--- config.mk ---
export PLATFORM = sky130hd
export DESIGN_NAME = mux_rr
export DESIGN_NICKNAME = d
export VERILOG_FILES = /design/src/rtl/mux_rr.sv
export SDC_FILE = /design/constraint.sdc
export NUM_CORES = 1
export LEC_CHECK = 0
export ABC_AREA = 1
export BUFFER_PORTS_ARGS = -buffer_cell sky130_fd_sc_hd__clkbuf_2
export CAP_MARGIN = 10
export CORE_UTILIZATION = 45
export CTS_CLUSTER_SIZE = 16
export DETAILED_ROUTE_END_ITERATION = 8
export PLACE_DENSITY_LB_ADDON = 0.05
export SLEW_MARGIN = 20
export SYNTH_ARGS = -nofsm -noshare
export SYNTH_HDL_FRONTEND = slang
export SYNTH_SLANG_ARGS = --single-unit
--- constraint.sdc ---
create_clock -name clk -period 2.7 [get_ports clk]
set_input_delay 0.135 -clock clk [delete_from_list [all_inputs] [get_ports clk]]
set_output_delay 0.135 -clock clk [all_outputs]
set_load 0.03 [all_outputs]
--- src/rtl/mux_rr.sv ---
// mux_rr: N-channel arbitrating multiplexer with a registered output slot,
// fixed-select or round-robin grant, and valid/ready handshakes.
module mux_rr #(
   parameter  int unsigned WIDTH    = 4,
   parameter  int unsigned CHANNELS = 4,
   localparam int unsigned SEL_W    = (CHANNELS > 1) ? $clog2(CHANNELS) : 1
) (
   input  logic                      clk,
   input  logic                      rst_n,
   input  logic                      mode,
   input  logic [SEL_W-1:0]          ch,
   input  logic [CHANNELS*WIDTH-1:0] in_data,
   input  logic [CHANNELS-1:0]       in_valid,
   output logic [CHANNELS-1:0]       in_ready,
   output logic [WIDTH-1:0]          out_data,
   output logic [SEL_W-1:0]          out_ch,
   output logic                      out_valid,
   input  logic                      out_ready
);

   logic [SEL_W-1:0] ptr;
   logic [SEL_W-1:0] gnt;
   logic             gnt_valid;
   logic [WIDTH-1:0] gnt_data;
   logic             load_en;
   logic             xfer;

   // Slot can accept a new word when empty or being drained this cycle.
   assign load_en = !out_valid || out_ready;

   // Grant selection: steered channel, or first valid at/after ptr with wrap.
   always_comb begin
      gnt       = '0;
      gnt_valid = 1'b0;
      if (mode) begin
         for (int i = 0; i < int'(CHANNELS); i++) begin
            if (!gnt_valid && in_valid[i] && (SEL_W'(i) >= ptr)) begin
               gnt       = SEL_W'(i);
               gnt_valid = 1'b1;
            end
         end
         for (int i = 0; i < int'(CHANNELS); i++) begin
            if (!gnt_valid && in_valid[i]) begin
               gnt       = SEL_W'(i);
               gnt_valid = 1'b1;
            end
         end
      end else begin
         for (int i = 0; i < int'(CHANNELS); i++) begin
            if ((ch == SEL_W'(i)) && in_valid[i]) begin
               gnt       = SEL_W'(i);
               gnt_valid = 1'b1;
            end
         end
      end
   end

   // Ready decode (forced low in reset) and granted-data select.
   always_comb begin
      in_ready = '0;
      gnt_data = '0;
      for (int i = 0; i < int'(CHANNELS); i++) begin
         if (gnt == SEL_W'(i)) begin
            in_ready[i] = rst_n && load_en && gnt_valid;
            gnt_data    = in_data[i*WIDTH +: WIDTH];
         end
      end
   end

   assign xfer = |in_ready;

   // Output slot and round-robin pointer.
   always_ff @(posedge clk) begin
      if (!rst_n) begin
         out_valid <= 1'b0;
         out_data  <= '0;
         out_ch    <= '0;
         ptr       <= '0;
      end else begin
         if (xfer) begin
            out_valid <= 1'b1;
            out_data  <= gnt_data;
            out_ch    <= gnt;
            if (mode) begin
               if (gnt == SEL_W'(CHANNELS - 1)) ptr <= '0;
               else                              ptr <= gnt + SEL_W'(1);
            end
         end else if (out_ready) begin
            out_valid <= 1'b0;
         end
      end
   end

endmodule

==> impl_metrics.json <==
{
  "run_status": "complete, but fails checks",
  "failed_checks": "design-rule violations",
  "clock_latency_ns": 0.25,
  "async_reset_ff_frac": 0,
  "worstPathRequired_ns": 2.89,
  "n_antenna_cell": 0,
  "critical_path.top_delay_family": "simple AND/OR/NAND/NOR gates",
  "detailedRoute.firstIterationViolations": 19,
  "syn2layout_area_growth_pct": 25.3,
  "r2r_end": "out_data[1]",
  "whs_ns": 0.204,
  "transition_time_at_the_pin_with_the_least_slew_margin_ns": 0.297,
  "yosys.area.top_type_share": 0.229,
  "post_synth_xor_area_fraction": 0,
  "muxShareOfSynthArea": 0,
  "synth_edf_count": 0,
  "yosys.area_share.simple": 0.470,
  "antenna_violating_nets_left": 0,
  "rrSetupSlack_ns": 0.43,
  "combinational_family_with_the_most_area_after_synthesis": "simple AND/OR/NAND/NOR gates",
  "grt_first_pass_wirelength_um": 2920,
  "area_of_the_die_mm2": 0.00192,
  "grt_max_degree": 13,
  "synth.largest_area_cell": "sky130_fd_sc_hd__dfxtp_1",
  "postSynthNetCount": 157,
  "pwr_density_cell_mw_per_mm2": 478,
  "vdd.ir_drop.worst_mv": 0.335,
  "postSynthAreaPerCell_um2": 6.14,
  "maxClockFrequency_mhz": 441,
  "most_frequent_cell_after_synthesis": "sky130_fd_sc_hd__nor2_1",
  "maxCapViolCount": 0,
  "synth-adder-area-share": 0.0478,
  "worstReg2RegStart": "ptr[1]",
  "detail_route.drc_violations": 5,
  "setup_total_negative_slack_ns": 0,
  "detailedPlace.worstSlack_ns": 0.460,
  "timing.critical_path.mode_cell": "sky130_fd_sc_hd__nand2_1",
  "cts_setup_buffers": 0,
  "finClkSkew_ns": 0.00188,
  "ys_top_cells_by_area": "sky130_fd_sc_hd__dfxtp_1 (23%), sky130_fd_sc_hd__nor2_1 (12%), sky130_fd_sc_hd__nand3_1 (11%), sky130_fd_sc_hd__nand2_1 (11%), sky130_fd_sc_hd__inv_1 (7.2%)",
  "timing.final.ws_setup_ns": 0.433,
  "number_of_global_route_vias_before_repair": 737,
  "standard_cell_with_the_maximum_stage_delay_on_the_critical_path": "sky130_fd_sc_hd__dfxtp_1",
  "cp_num_buf_inv": 2,
  "synth_cells": 128,
  "layout-drive-gt1-share": 0.315,
  "period_share": 0.839,
  "cts-root-buf": "sky130_fd_sc_hd__clkbuf_4",
  "weighted_congestion_reported_at_the_end_of_routability_driven_placement": 0.785,
  "initial_utilization": 0.498,
  "dp.final_hpwl_um": 1430,
  "worstSetupPathType": "flip-flop to flip-flop",
  "wirelength_um": 1750,
  "setup.worst_path.start": "ptr[1]",
  "syn_area_um2": 786,
  "routed-via-count": 874,
  "globalRoute.totalOverflow": 0,
  "cts-htree-levels": 1,
  "groute.usage.overall": 0.202,
  "synth_compound_area_frac": 0.131,
  "finalHoldViolCount": 0,
  "yosysSeqAreaShare": 0.229,
  "setup_viol": 0,
  "cts.hold.buffers_added": 0,
  "number_of_nets_in_the_finished_design": 195,
  "post_cts_resized": 0,
  "synth_common_cells": "sky130_fd_sc_hd__nor2_1 (26), sky130_fd_sc_hd__nand2_1 (22), sky130_fd_sc_hd__nand3_1 (18)",
  "power_leakage_nw": 0.558,
  "die_h_um": 43.8,
  "endpoint_kind": "flip-flop",
  "ff2ff_path_depth": 15,
  "wire_per_inst_um": 9.66,
  "critical_path.endpoint": "out_data[1]",
  "setup_repair_after_global_routing_missed_its_margin": "false",
  "clk_pin_slew_worst_paths_ns": 0.06,
  "place.port_buffers": 36,
  "netlist-cell-type-count": 20,
  "core_mm2": 0.00158,
  "critical_path_arrival_ns": 2.46,
  "postSynthRegisterBits": 9,
  "grt_antenna_before_repair": 0,
  "drt_pass1_iterations": 6,
  "worst_slew_margin_rel": 0.800,
  "layout_min_cycle_time_ns": 2.27,
  "yosysWarnings": 0,
  "maxSlewViolCount": 0,
  "vias_per_cell": 4.83,
  "row_count": 14,
  "design.portCount": 37,
  "startpoint_type": "flip-flop",
  "cts.sinks": 9,
  "slowest_delay_ns": 0.37,
  "path_cells": "nand2_1 -> nand2_1 -> nand2_2 -> nor2_4 -> nand3_1 -> nand2_1 -> nand2_2 -> nand2_4 -> inv_1 -> ha_1 -> o31ai_2 -> nand2_4 -> inv_1 -> nor2_1 -> nor2_1",
  "ys.flop_type": "sky130_fd_sc_hd__dfxtp_1",
  "clock_tree_from_tritoncts": "yes",
  "worstSetupPathDepth": 15,
  "die-width_um": 43.8,
  "clock_buffers_created_by_tritoncts": 3,
  "clock_tree.buffer_depth": 2,
  "min_from": "rst_n",
  "hold_class": "input port to flip-flop",
  "worstPathMaxFanout": 12
}
## worst min-delay path by stage
stage	end	slack, ns	depth (start not counted)
CTS	ptr[0]	0.19	3
finish	ptr[0]	0.20	3
global placement	ptr[1]	0.46	3
detailed placement	out_valid	0.47	4
global route	out_valid	0.23	4
floorplan	out_valid	0.34	3
## registers in the layout, indices dropped and copies added, names as in the netlist
signal     cells
out_ch         2
out_data       4
ptr            2
out_valid      1
## layer usage
| layer | wire length (um) | global-route usage | up-vias |
|---|---|---|---|
| li1 | - | - | 482 |
| met3 | 79 | 0.0125 | 2 |
| met4 | 8 | 0.113 | 0 |
| met2 | 754 | 0.304 | 24 |
| met1 | 906 | 0.284 | 366 |
| met5 | 0 | 0 | - |
## worst min-delay path, delay by kind of cell
family / cells / cell delay, ns
simple gates: 2 / 0.13
buf+inv: 1 / 0.15
## layout by cell type (no fill, tap or decap), drive strengths merged
| cell type | instances |
|---|---|
| nor2 | 27 |
| nand2 | 29 |
| inv | 16 |
| nand3 | 20 |
| nand4 | 1 |
| o31ai | 1 |
| clkbuf | 40 |
| o21ai | 8 |
| clkinv | 1 |
| ha | 3 |
| a21oi | 10 |
| dfxtp | 9 |
## area by class of cell
class                           instances  area [um2]
Multi-Input combinational cell         99         509
Sequential cell                         9         180
Fill cell                             155         592
Tap cell                               16        20.0
Timing Repair Buffer                   36         180
Clock buffer                            4        26.3
Inverter                               17        68.8
## power by group
group	switching, mW	total (mW)	internal, mW
Combinational	0.140	0.213	0.0724
Sequential	0.00884	0.158	0.150
Clock	0.0427	0.0994	0.0567
Total	0.192	0.470	0.279
## cells by family (layout without fill, tap and decap cells)
group,count (synthesis),in the layout
and+or+nand+nor,77,77
buffers and inverters,20,57
AOI/OAI and AO/OA,19,19
DFF,9,9
adders and majority gates,3,3
## metrics by stage
stage / instances / instance area (um2) / power [mW] / util
finish: 181 / 985 / 0.470 / 0.625
global route: 181 / 985 / 0.508 / 0.625
CTS: 181 / 985 / 0.477 / 0.625
detailed placement: 177 / 958 / 0.374 / 0.608
global placement: 177 / 958 / 0.372 / 0.608
floorplan: 128 / 786 / 0.321 / -
Power figures use the tool's default switching activity.
